[config.mk]
export PLATFORM = sky130hd
export DESIGN_NAME = ifetch_queue
export DESIGN_NICKNAME = d
export VERILOG_FILES = /design/src/rtl/ifetch_queue.sv
export SDC_FILE = /design/constraint.sdc
export NUM_CORES = 1
export LEC_CHECK = 0
export ABC_AREA = 1
export ABC_CLOCK_PERIOD_IN_PS = 7900
export CAP_MARGIN = 20
export CORE_AREA = 4 4 204 206
export CTS_CLUSTER_SIZE = 28
export DETAILED_ROUTE_END_ITERATION = 7
export DIE_AREA = 0 0 208 210
export GPL_TIMING_DRIVEN = 0
export PLACE_DENSITY_LB_ADDON = 0.12
export RECOVER_POWER = 25
export SLEW_MARGIN = 20
export SYNTH_ARGS = -nofsm -noshare
export SYNTH_HDL_FRONTEND = slang
export SYNTH_SLANG_ARGS = --single-unit
[constraint.sdc]
create_clock -name clk -period 7.9 [get_ports clk]
set_input_delay 1.58 -clock clk [delete_from_list [all_inputs] [get_ports clk]]
set_output_delay 1.58 -clock clk [all_outputs]
set_load 0.02 [all_outputs]
[src/rtl/ifetch_queue.sv]
// ifetch_queue: fetch PC register plus a DEPTH-entry {pc, instruction} FIFO with a valid/ready head.
// Optional macro IFETCH_BYPASS_EN forwards the ROM straight to decode while the queue is empty.
module ifetch_queue #(
   parameter int          INS_SIZE = 32,
   parameter int          DEPTH    = 4,
   parameter logic [31:0] RESET_PC = 32'd0
) (
   input  logic                    clk,
   input  logic                    rst,
   output logic [31:0]             rom_address,
   input  logic [INS_SIZE-1:0]     rom_out,
   output logic                    ins_valid,
   output logic [INS_SIZE-1:0]     ins_out,
   output logic [31:0]             ins_pc,
   input  logic                    ins_ready,
   input  logic                    redirect,
   input  logic [31:0]             redirect_pc,
   output logic [$clog2(DEPTH):0]  count
);

   localparam int              PW   = $clog2(DEPTH);
   localparam int              CW   = PW + 1;
   localparam logic [CW-1:0]   FULL = CW'(DEPTH);

   logic [31:0]         fpc_q, fpc_d;
   logic [PW-1:0]       rdPtr_q, rdPtr_d;
   logic [PW-1:0]       wrPtr_q, wrPtr_d;
   logic [CW-1:0]       count_q, count_d;
   logic [31:0]         pcMem  [DEPTH];
   logic [INS_SIZE-1:0] insMem [DEPTH];

   logic headValid;
   logic bypass;
   logic pop;
   logic push;
   logic bypassTake;
   logic bufWrite;
   logic bufRead;

`ifdef IFETCH_BYPASS_EN
   assign bypass = (count_q == '0) & ~redirect;
`else
   assign bypass = 1'b0;
`endif

   assign headValid   = (count_q != '0);
   assign ins_valid   = headValid | bypass;
   assign rom_address = fpc_q;
   assign count       = count_q;

   always_comb begin
      ins_out = '0;
      ins_pc  = '0;
      if (bypass) begin
         ins_out = rom_out;
         ins_pc  = fpc_q;
      end else if (headValid) begin
         ins_out = insMem[rdPtr_q];
         ins_pc  = pcMem[rdPtr_q];
      end
   end

   // A forwarded word taken by decode advances the PC but never touches the buffer.
   assign pop        = ins_valid & ins_ready;
   assign push       = ~redirect & ((count_q < FULL) | pop);
   assign bypassTake = bypass & ins_ready;
   assign bufWrite   = push & ~bypassTake;
   assign bufRead    = pop & ~bypassTake;

   always_comb begin
      fpc_d   = fpc_q;
      rdPtr_d = rdPtr_q;
      wrPtr_d = wrPtr_q;
      count_d = count_q;
      if (redirect) begin
         fpc_d   = redirect_pc;
         rdPtr_d = '0;
         wrPtr_d = '0;
         count_d = '0;
      end else begin
         if (push)     fpc_d   = fpc_q + 32'd1;
         if (bufWrite) wrPtr_d = wrPtr_q + PW'(1);
         if (bufRead)  rdPtr_d = rdPtr_q + PW'(1);
         if (bufWrite & ~bufRead)      count_d = count_q + CW'(1);
         else if (~bufWrite & bufRead) count_d = count_q - CW'(1);
      end
   end

   always_ff @(posedge clk or posedge rst) begin
      if (rst) begin
         fpc_q   <= RESET_PC;
         rdPtr_q <= '0;
         wrPtr_q <= '0;
         count_q <= '0;
      end else begin
         fpc_q   <= fpc_d;
         rdPtr_q <= rdPtr_d;
         wrPtr_q <= wrPtr_d;
         count_q <= count_d;
      end
   end

   // Buffer storage is left unreset; count gates every read of it.
   always_ff @(posedge clk) begin
      if (bufWrite) begin
         pcMem[wrPtr_q]  <= fpc_q;
         insMem[wrPtr_q] <= rom_out;
      end
   end

endmodule

* Word level (Yosys, flattened, before mapping) *
Memories as Yosys holds them, arrays and structs flattened.
Index checks and enable logic that the tools add are counted.

word-level totals
  flip-flop bits (word level) = 39
  bits in latches = 0
  RAM bits = 256
  bits in read-only memories = 0
  input bits = 68
  output and inout port bits = 100
  word-level logic and storage cells = 37
  memories kept = 2

memory list
  name    depth  bits a word  read ports  clocked after Yosys merged registers in  write ports  line  RTL
  insMem  4      32           1           0                                        1            30    logic [INS_SIZE-1:0] insMem [DEPTH];
  pcMem   4      32           1           0                                        1            29    logic [31:0] pcMem [DEPTH];

cells by class
  $add $sub $neg = 5
  $mul = 0
  div/mod/pow operators = 0
  order comparisons = 1
  equality and inequality tests = 0
  shift operators = 0
  muxes and demuxes = 13
  bitwise gates (word level) = 8
  reduce and logical (&&, ||, !) cells = 4

operators by type and width
  kind                     number
  $mux W32                 4
  $add A32 B1 Y32 const B  1
  $mux W3                  3
  $mux W2                  4
  $reduce_bool A3 Y1       2
  $add A2 B1 Y2 const B    2
  $and A1 B1 Y1            4
  $reduce_bool A2 Y1       2
  $add A3 B1 Y3 const B    1
  $lt A3 B3 Y1 const B     1
  $not A1 Y1               3
  $sub A3 B1 Y3 const B    1
  $mux W1                  2
  $or A1 B1 Y1             1

* Depth between registers and ports, before layout *
  word-level depth = 9
  depth in mapped cells = 10
  mapped depth without buffers = 10

* Least setup slack after synthesis *
Ideal clock, no wire load.

  path type = in2reg
  start point = input port ins_ready
  end point = memory insMem[0][0] (enable)
  setup time = 0.486 ns
  data arrival time = 4.800 ns
  required time = 7.414 ns
  path slack = 2.613 ns
  cell stages on the path = 5
  buffers on the path = 1
  path through = inv_1 -> nand2_1 -> nand2_1 -> buf_2 -> nor2_1

on the way
  longest elaborated chain between the ends = 5

ends and longest elaborated chain
  item                           line  RTL
  start, declared                15    input logic ins_ready,
  $and A1 B1 Y1                  64    assign pop = ins_valid & ins_ready;
  $or A1 B1 Y1                   65    assign push = ~redirect & ((count_q < FULL) | pop);
  $and A1 B1 Y1                  65
  $mux W1                        105   if (bufWrite) begin
  $mux W1 (not written as such)  107   insMem[wrPtr_q] <= rom_out;
  end, declared                  30

No other way between the ends.

* Worst setup path after layout *
  start point = register count_q[0] (netlist: count[0])
  end point = output port ins_pc[16]

on the way
  longest elaborated chain between the ends = 2

ends and longest elaborated chain
  item                    line  RTL
  start, declared         28    logic [CW-1:0] count_q, count_d;
  start signal, assigned  99    count_q <= count_d;
  $reduce_bool A3 Y1      46    assign headValid = (count_q != '0);
  $mux W32                57    end else if (headValid) begin
  end, declared           14    output logic [31:0] ins_pc,

No other way between the ends.

==> results.yml <==
outcome:
  status: "complete, no violations"
critical_path:
  crit_buf_inv: 3
  startpoint_type: "flip-flop"
  cp_data_required_time_ns: 6.32
  crit_path_end_kind: "primary output"
  crit_type: "flip-flop to primary output"
  cp_max_fo: 10
  critPathMostFrequentCell: "buf_2"
  path_cells: "nor3_1 -> buf_2 -> buf_2 -> a21oi_1 -> clkdlybuf4s50_1"
  path_delay_family: "buffers and inverters"
  reg2reg_depth: 6
  cp_slowest_cell: "nor3_1"
  cp.depth: 5
  max_stage_delay_ns: 0.67
  arrival_ns: 3.06
cts:
  cts_buffer_depth: 3
  post_cts_resized: 0
  numCtsBuffers: 35
  cts_setup_buffers: 0
  htreeDepth: 2
  clkTransAtPathRegs_ns: 0.06
  cts_sinks: 295
  cts_root_buffer: "clkbuf_16"
  cts_tree: "yes"
  clk_latency_ns: 0.51
  cts.hold.buffers_added: 0
final_layout:
  fillers: 3852
  drive_above_1_share: 0.0861
  instances_no_fill: 1931
  layout_common_cells: "nor2_1 (305), edfxtp_1 (256), clkdlybuf4s50_1 (158), nand2_1 (157), o21ai_0 (135)"
  finalNetCount: 1454
  area_growth_pct: 29.9
  diodes: 0
  layout.cells.most_common: "nor2_1"
  final_util: 0.413
floorplanning:
  fp.dieH_um: 210
  rows: 73
  start_util: 0.317
  core-area_sq_um: 39600
  fp.dieW_um: 208
  dieArea_sq_um: 43700
  ios: 168
global_route:
  grt_max_degree: 24
  grt_pass1_vias: 9015
  grt_pass1_wl_um: 55300
  antenna_found_initial: 0
  grt_usage: 0.164
  grt.overflow.total: 0
timing:
  rsz0062_at_grt: "false"
  hold_violations: 0
  timing.fmax_ghz: 0.215
  drv_slew: 0
  worst_pin_slew_ns: 0.786
  setup_viol: 0
  fin_crit_sh: 0.588
  finalClockSkew_ns: 0.0220
  fin_crit_ns: 4.64
  relSlewSlack: 0.472
power_and_ir_drop:
  irDropWorstVdd_mv: 0.152
  power.leakage_nw: 5.84
  power_density_nw_per_um2: 346
logic_synthesis:
  syn_area_per_cell_sq_um: 10.8
  async_reset_ff_frac: 0.132
  synth_seq_cells: 295
  synth_area_sq_um: 12600
  yosys-top-cells-area: "edfxtp_1 (61%), nor2_1 (9.2%), dfrtp_1 (7.8%), o21ai_0 (5.4%), nand2_1 (4.7%)"
  synth.net_count: 1237
  ys_seq_area_frac: 0.688
  ys.flop_type: "edfxtp_1"
  synth.distinct_cells: 36
  synth_top_area_frac: 0.611
  yosys_warnings: 0
  syn_inst: 1163
  synth_area_leader_cell: "edfxtp_1"
  synth-edff-count: 256
drt:
  dr_total_vias: 9106
  vias_per_cell: 4.72
  first_iter_violations: 753
  drt_first_pass_iters: 5
  avgRoutedWirePerCell_um: 19.1
  totalWireLength_um: 36900
  route.detailed.drc: 0
  drtAntennaViolNets: 0
placement:
  portBuffers: 167
  dp.cells: 1868
  dp.final_hpwl_um: 24900
  gp_congestion: 0.801
job:
  cap_violations: 0
hold_path:
  hold_class: "flip-flop to flip-flop"
  hold_path_depth: 1
-- per-layer routing --
metal,GRT usage,routed length (um),vias up
met1,0.229,17300,4368
met2,0.271,17100,242
li1,-,-,4452
met5,0,0,-
met4,0.0378,673,0
met3,0.0257,1760,44
-- cell type report --
class / instances / area [sq um] / share of cell area
multi-input combinational: 771 / 3550 / 0.217
sequential: 295 / 8660 / 0.530
tap: 525 / 657 / 0.0402
inverter: 39 / 146 / 0.00895
clock inverter: 20 / 169 / 0.0103
clock buffer: 43 / 958 / 0.0586
buffer: 58 / 254 / 0.0155
timing repair buffer: 180 / 1950 / 0.120
-- state kept, by name, indices dropped and copies added, names as in the netlist --
| register | flops |
|---|---|
| wrPtr_q | 2 |
| rdPtr_q | 2 |
| pcMem | 128 |
| insMem | 128 |
| count | 3 |
| rom_address | 32 |
-- through the flow --
stage                     hold WS, ns  power [mW]  setup TNS (ns)  setup WS [ns]  instance area (sq um)
after global routing            0.593        5.96               0           3.11                  16400
final                           0.553        5.66               0           3.26                  16400
after global placement          0.544        4.13         -135.85         -0.641                  14900
after floorplan                 0.514        3.14               0           2.61                  12600
after detailed placement        0.548        4.17               0           3.73                  15200
after CTS                       0.559        5.76               0           3.20                  16400
-- worst paths after layout --
path	startpoint	to	slack [ns]
setup reg to reg	count[2]	insMem[3][25]	5.42
setup / recovery	count[0]	ins_pc[16]	3.26
hold reg to reg	wrPtr_q[0]	wrPtr_q[0]	0.55
max in group asynchronous	rst	rom_address[17]	5.66
min in group asynchronous	rst	rom_address[26]	1.64
hold / removal	wrPtr_q[0]	wrPtr_q[0]	0.55
-- worst reg2reg max path, cell delays in order, from the launching register on --
cell and delay, ns:
dfrtp_1 0.42, nand2_1 0.29, nand2_1 0.26, buf_2 0.29, nor2_4 0.44, buf_12 0.26
buf_16 0.20
-- power breakdown --
part	switching, mW	total, mW	internal, mW
Sequential	0.150	2.12	1.97
Combinational	1.21	1.96	0.750
Clock	0.616	1.57	0.957
Total	1.98	5.66	3.68
-- synthesized netlist by cell type (7+ instances only) --
library cell / count
buf_2: 29
o21ai_0: 135
inv_1: 32
clkbuf_1: 16
nor2_2: 7
nor2_1: 309
a21oi_1: 68
nand3b_1: 10
nand2_1: 157
a22oi_1: 14
o21ai_1: 8
dfrtp_1: 39
buf_1: 13
nand3_1: 24
edfxtp_1: 256
-- kinds of logic (layout without fill, tap and decap cells) --
logic type               after synthesis  in the layout  synth area share
AND/OR/NAND/NOR                      526            526             0.172
flip-flops                           295            295             0.688
AO/OA/AOI/OAI                        231            231            0.0958
buffers and inverters                 97            340            0.0318
XOR/XNOR                               8              8           0.00557
adder cells (fa/ha/maj)                6              6           0.00656
Power figures use the tool's default switching activity.
